[src/rtl/mem_ctrl.sv]
`timescale 1ns/1ps
// Byte-serial RAM arbiter for fetch and load/store: N-byte read done at S+N+1, store done at S+N.
// rdy low freezes all state; MEM_IO_STALL_EN holds stores to the UART window while io_buffer_full is high.
module mem_ctrl (
    input  logic        clk,
    input  logic        rst,
    input  logic        rdy,
    input  logic        clear,
    input  logic        ic_valid,
    input  logic [31:0] ic_addr,
    output logic        ic_done,
    output logic [31:0] ic_data,
    input  logic        ls_valid,
    input  logic        ls_wr,
    input  logic [1:0]  ls_size,
    input  logic [31:0] ls_addr,
    input  logic [31:0] ls_wdata,
    output logic        ls_done,
    output logic [31:0] ls_rdata,
    output logic [31:0] mem_a,
    output logic [7:0]  mem_dout,
    output logic        mem_wr,
    input  logic [7:0]  mem_din,
    input  logic        io_buffer_full
);

    typedef enum logic [1:0] {IDLE, IFETCH, LOAD, STORE} state_t;

    state_t      state;
    logic [2:0]  cnt;
    logic [2:0]  nbytes;
    logic [31:0] a_q;
    logic [31:0] a_prev;
    logic [31:0] rbuf;
    logic [31:0] wdata_q;
    logic [7:0]  dout_q;
    logic        wr_q;
    logic        last_ic;

    logic        reading;
    logic        io_stall;
    logic [2:0]  cnt_inc;
    logic [31:0] rnext;
    logic [7:0]  wbyte_next;

    assign reading = (state == IFETCH) || (state == LOAD);
    assign cnt_inc = cnt + 3'd1;

`ifdef MEM_IO_STALL_EN
    assign io_stall = (state == STORE) && (ls_addr[17:16] == 2'b11) && io_buffer_full;
`else
    logic unused_io;
    assign unused_io = io_buffer_full;
    assign io_stall  = 1'b0;
`endif

    // The RAM keeps running while frozen, so a frozen read re-presents the
    // previous address; the byte it returns is the one captured on resume.
    assign mem_a    = (reading && !rdy) ? a_prev : a_q;
    assign mem_wr   = wr_q && rdy && !io_stall;
    assign mem_dout = dout_q;

    always_comb begin
        rnext = rbuf;
        case (cnt)
            3'd2:    rnext[15:8]  = mem_din;
            3'd3:    rnext[23:16] = mem_din;
            3'd4:    rnext[31:24] = mem_din;
            default: rnext[7:0]   = mem_din;
        endcase
    end

    always_comb begin
        case (cnt)
            3'd0:    wbyte_next = wdata_q[15:8];
            3'd1:    wbyte_next = wdata_q[23:16];
            default: wbyte_next = wdata_q[31:24];
        endcase
    end

    always_ff @(posedge clk or negedge rst) begin
        if (!rst) begin
            state    <= IDLE;
            cnt      <= 3'd0;
            nbytes   <= 3'd0;
            a_q      <= 32'd0;
            a_prev   <= 32'd0;
            rbuf     <= 32'd0;
            wdata_q  <= 32'd0;
            dout_q   <= 8'd0;
            wr_q     <= 1'b0;
            last_ic  <= 1'b1;
            ic_done  <= 1'b0;
            ls_done  <= 1'b0;
            ic_data  <= 32'd0;
            ls_rdata <= 32'd0;
        end else if (rdy) begin
            ic_done <= 1'b0;
            ls_done <= 1'b0;
            case (state)
                IDLE: begin
                    if (!clear && (ic_valid || ls_valid)) begin
                        cnt  <= 3'd0;
                        rbuf <= 32'd0;
                        if (ls_valid && (!ic_valid || last_ic)) begin
                            last_ic <= 1'b0;
                            a_q     <= ls_addr;
                            a_prev  <= ls_addr;
                            wdata_q <= ls_wdata;
                            case (ls_size)
                                2'b00:   nbytes <= 3'd1;
                                2'b01:   nbytes <= 3'd2;
                                default: nbytes <= 3'd4;
                            endcase
                            if (ls_wr) begin
                                state  <= STORE;
                                wr_q   <= 1'b1;
                                dout_q <= ls_wdata[7:0];
                            end else begin
                                state <= LOAD;
                            end
                        end else begin
                            last_ic <= 1'b1;
                            a_q     <= ic_addr;
                            a_prev  <= ic_addr;
                            nbytes  <= 3'd4;
                            state   <= IFETCH;
                        end
                    end
                end
                IFETCH, LOAD: begin
                    if (clear) begin
                        state  <= IDLE;
                        a_q    <= 32'd0;
                        a_prev <= 32'd0;
                    end else begin
                        cnt    <= cnt_inc;
                        a_prev <= a_q;
                        if (cnt_inc < nbytes)
                            a_q <= a_q + 32'd1;
                        if (cnt != 3'd0)
                            rbuf <= rnext;
                        if (cnt == nbytes) begin
                            state  <= IDLE;
                            a_q    <= 32'd0;
                            a_prev <= 32'd0;
                            if (state == IFETCH) begin
                                ic_done <= 1'b1;
                                ic_data <= rnext;
                            end else begin
                                ls_done  <= 1'b1;
                                ls_rdata <= rnext;
                            end
                        end
                    end
                end
                STORE: begin
                    if (!io_stall) begin
                        if (cnt_inc < nbytes) begin
                            cnt    <= cnt_inc;
                            a_q    <= a_q + 32'd1;
                            dout_q <= wbyte_next;
                        end else begin
                            state   <= IDLE;
                            wr_q    <= 1'b0;
                            a_q     <= 32'd0;
                            dout_q  <= 8'd0;
                            ls_done <= 1'b1;
                        end
                    end
                end
                default: state <= IDLE;
            endcase
        end
    end

endmodule

[config.mk]
export PLATFORM = sky130hd
export DESIGN_NAME = mem_ctrl
export DESIGN_NICKNAME = d
export VERILOG_FILES = /design/src/rtl/mem_ctrl.sv
export SDC_FILE = /design/constraint.sdc
export NUM_CORES = 1
export LEC_CHECK = 0
export CAP_MARGIN = 20
export CORE_MARGIN = 1
export CORE_UTILIZATION = 39
export DETAILED_ROUTE_END_ITERATION = 6
export PLACE_DENSITY = 0.68
export SYNTH_ARGS = -nofsm -noshare
export SYNTH_HDL_FRONTEND = slang
export SYNTH_SLANG_ARGS = --single-unit
[constraint.sdc]
create_clock -name clk -period 2.55 [get_ports clk]
set_input_delay 0.3825 -clock clk [delete_from_list [all_inputs] [get_ports clk]]
set_output_delay 0.3825 -clock clk [all_outputs]
set_load 0.005 [all_outputs]
==> impl_metrics.csv, run 1 <==
group,metric,value,unit
critical_path,crit_type,"reg -> out",
detailed_routing,vias,9617,
timing,max_freq,375,MHz
cts,cts_buffer_depth,3,
synthesis,synth_area,10500,sq um
floorplanning,dieHeight,166,um
floorplanning,dieArea,27700,sq um
synthesis,synth_cells,1087,
critical_path,reg2reg_from,"cnt[0]$_DFFE_PN0P_",
global_routing,busiest_layer,"met2",
synthesis,synth_edf_count,0,
cts,htree_levels,1,
timing,final-setup-viol-count,14,
global_routing,grt_use_met3,3.18,%
cells_and_area,final_common_cell,"dfrtp_1",
cts,clock_latency,0.50,ns
cts,root_buffer,"clkbuf_16",
min_path,hp-class,"in -> async",
cells_and_area,fillers,2343,
timing,fin_crit_sh,104,%
cts,cts_buffers,23,
place,gp_congestion,0.819,
floorplanning,coreArea,26300,sq um
pwr,powerDensity,1260,nW/um^2
timing,maxSlewHeadroom,58.1,%
place,hpwl,21800,um
pwr,leakage,6.36,nW
critical_path,crit_path_end_kind,"output port",
cells_and_area,fin_cells,1679,
detailed_routing,wl_per_cell,19.3,um
global_routing,antenna_found_initial,0,
cells_and_area,multi_input_area,5050,sq um
synthesis,synthFlopType,"dfrtp_1",
floorplanning,num_io_pins,221,
timing,slew_viol_final,0,
cells_and_area,n_antenna_cell,0,
pwr,peakVddDrop,0.563,mV
floorplanning,rows,59,
synthesis,ys_seq_area_share,48.4,%
detailed_routing,routed_wl,32500,um
cts,cts_sinks,204,
cells_and_area,drive_gt1_share,17.6,%
synthesis,yosys_warnings,0,
cells_and_area,regArea,5110,sq um
place,portBuffers,219,
synthesis,postSynthAreaPerCell,9.70,sq um
place,post-place-cells,1617,
global_routing,grt_remaining_overflow,0,
status,failed_checks,"design-rule violations, negative setup slack",
critical_path,r2r-end,"a_q[26]$_DFFE_PN0P_",
place,dpl_cell_area,13400,sq um
timing,rsz0062_at_grt,"true",
cells_and_area,area_delta_synth_final,37.4,%
pwr,total_power,18.2,mW
detailed_routing,route.detailed.drc,16,
critical_path,worstPathArrival,2.28,ns
critical_path,crit_fanout,5,
floorplanning,die_w,166,um
timing,finalCriticalPeriod,2.66,ns
cts,clk_pin_slew,0.06,ns
critical_path,rr_worst_depth,10,
timing,finClkSkew,0.0174,ns
synthesis,syn-num-nets,1213,
critical_path,crit_path_start_kind,"flip-flop",
synthesis,async_flop_share,100,%
cts,tritoncts,"built",
global_routing,gr-usage-met2,37.2,%
detailed_routing,antenna_left,0,
cells_and_area,num-nets-final,1454,
synthesis,synth_cell_type_count,64,
critical_path,r2r_slack,0.09,ns
critical_path,critPathRequiredTime,2.17,ns
cells_and_area,final_cell_mix,"dfrtp_1 (203), clkdlybuf4s50_1 (186), nand2_1 (130)",
cells_and_area,final_area,14500,sq um
global_routing,grt_max_degree,66,
synthesis,synth-seq-cells,204,
floorplanning,start_util,40.1,%
run,drv_cap,0,
timing,layout_setup_ws,-0.114,ns
global_routing,track_usage,23.0,%
place,post-place-ws,-0.00178,ns
detailed_routing,drtIter0Drc,877,
status,status,"finished with violations",
detailed_routing,vias_per_cell,5.73,
global_routing,grt_pass1_wl,51900,um
global_routing,grt_pass1_vias,9592,
global_routing,grt_util_met1,31.6,%
detailed_routing,drt-pass1-iter-count,7,
timing,tightest_slew,0.624,ns
timing,hold_viol_final,0,
worst max-delay path, stage by stage, from the launching register on:
cell and delay [ns]:
dfrtp_1 0.37, inv_2 0.06, ha_4 0.27, inv_4 0.04
nor2_4 0.12, buf_4 0.14, buf_6 0.12, buf_8 0.14
buf_6 0.10, mux2_4 0.30, buf_6 0.12
cell families after synthesis:
| kind of cell | share of synthesized area, % |
|---|---|
| adder cells (fa/ha/maj) | 1.42 |
| AO/OA/AOI/OAI | 24.2 |
| XOR/XNOR | 0.166 |
| multiplexers | 8.53 |
| AND/OR/NAND/NOR | 12.5 |
| buffers and inverters | 4.76 |
| flip-flops | 48.4 |
area by class of cell:
class / instances / share of cell area [%]
multi-input combinational: 764 / 34.8
inverter: 37 / 0.976
timing repair buffer: 298 / 20.5
tap: 335 / 2.89
clock inverter: 8 / 0.812
sequential: 204 / 35.2
clock buffer: 33 / 4.71
routing by layer:
layer | share of wire [%] | wire length, um | vias up
met5 | 0 | 0 | -
met4 | 2.8 | 894 | 0
met3 | 7.0 | 2270 | 68
met2 | 47 | 15400 | 394
met1 | 43 | 14000 | 4665
li1 | - | - | 4490
cells in the mapped netlist, types with 19 or more instances:
cell      count  area share (%)
nor2_1       60             2.1
a22o_1       30             2.5
clkbuf_1     48             1.7
nand2_1     131             4.7
mux2_2       63             6.7
a21oi_1      73             3.5
inv_1        36             1.3
mux2i_1      19             1.8
o21ai_0      93             4.4
a21o_1       31             2.2
buf_2        26             1.2
dfrtp_1     203              48
a22oi_1      34             2.4
a31oi_1      25             1.5
registers in the layout (all words and copies together) (netlist names):
register  count
wr_q          1
last_ic       1
mem_dout      8
ic_data      32
a_prev       32
rbuf         32
wdata_q      24
nbytes        3
state         2
cnt           3
a_q          32
ls_done       1
ls_rdata     32
ic_done       1
through the flow:
step / utilization (%) / hold slack, ns / TNS, ns
floorplan: - / 0.0869 / 0
global placement: 51.1 / 0.420 / 0
detailed placement: 51.1 / 0.421 / -0.00350
CTS: 55.0 / 0.476 / -0.945
global route: 55.1 / 0.494 / -2.61
finish: 55.1 / 0.450 / -0.889
repair_timing:
| item | in CTS | in global routing |
|---|---|---|
| endpoints found under the setup margin | 37 | 76 |
| hold buffers | 1 | 0 |
| pin swaps | 2 | 5 |
| endpoints found under the hold margin | 60 | 0 |
| buffers inserted | 12 | 3 |
| gates resized for setup | 101 | 40 |
| cloned | 4 | 2 |
power breakdown:
part / switching [mW] / internal [mW]
registers: 1.01 / 4.65
logic: 4.59 / 4.50
clock network: 1.32 / 2.16
how the worst max path moves through the flow:
stage	start	endpoint	slack (ns)	cells after the start
after floorplan	cnt[2]$_DFFE_PN0P_	a_q[4]$_DFFE_PN0P_	0.06	12
after global placement	rdy	a_q[26]$_DFFE_PN0P_	0.02	7
after detailed placement	rdy	a_q[26]$_DFFE_PN0P_	-0.002	7
after CTS	state[1]$_DFFE_PN0P_	mem_a[9]	-0.16	9
after global routing	state[1]$_DFFE_PN0P_	mem_a[15]	-0.19	10
final	state[1]$_DFFE_PN0P_	mem_a[15]	-0.11	10
No activity file was read; power rests on OpenSTA's default activity.
==> run 2: changes to the inputs <==
--- a/config.mk
+++ b/config.mk
@@ -9,6 +9,7 @@
 export CORE_MARGIN = 1
 export CORE_UTILIZATION = 39
 export DETAILED_ROUTE_END_ITERATION = 6
+export HOLD_SLACK_MARGIN = 0.06
 export PLACE_DENSITY = 0.68
 export SYNTH_ARGS = -nofsm -noshare
 export SYNTH_HDL_FRONTEND = slang
==> results of run 2 <==
No change in the layout: final DEF, timing and power equal those of run 1.
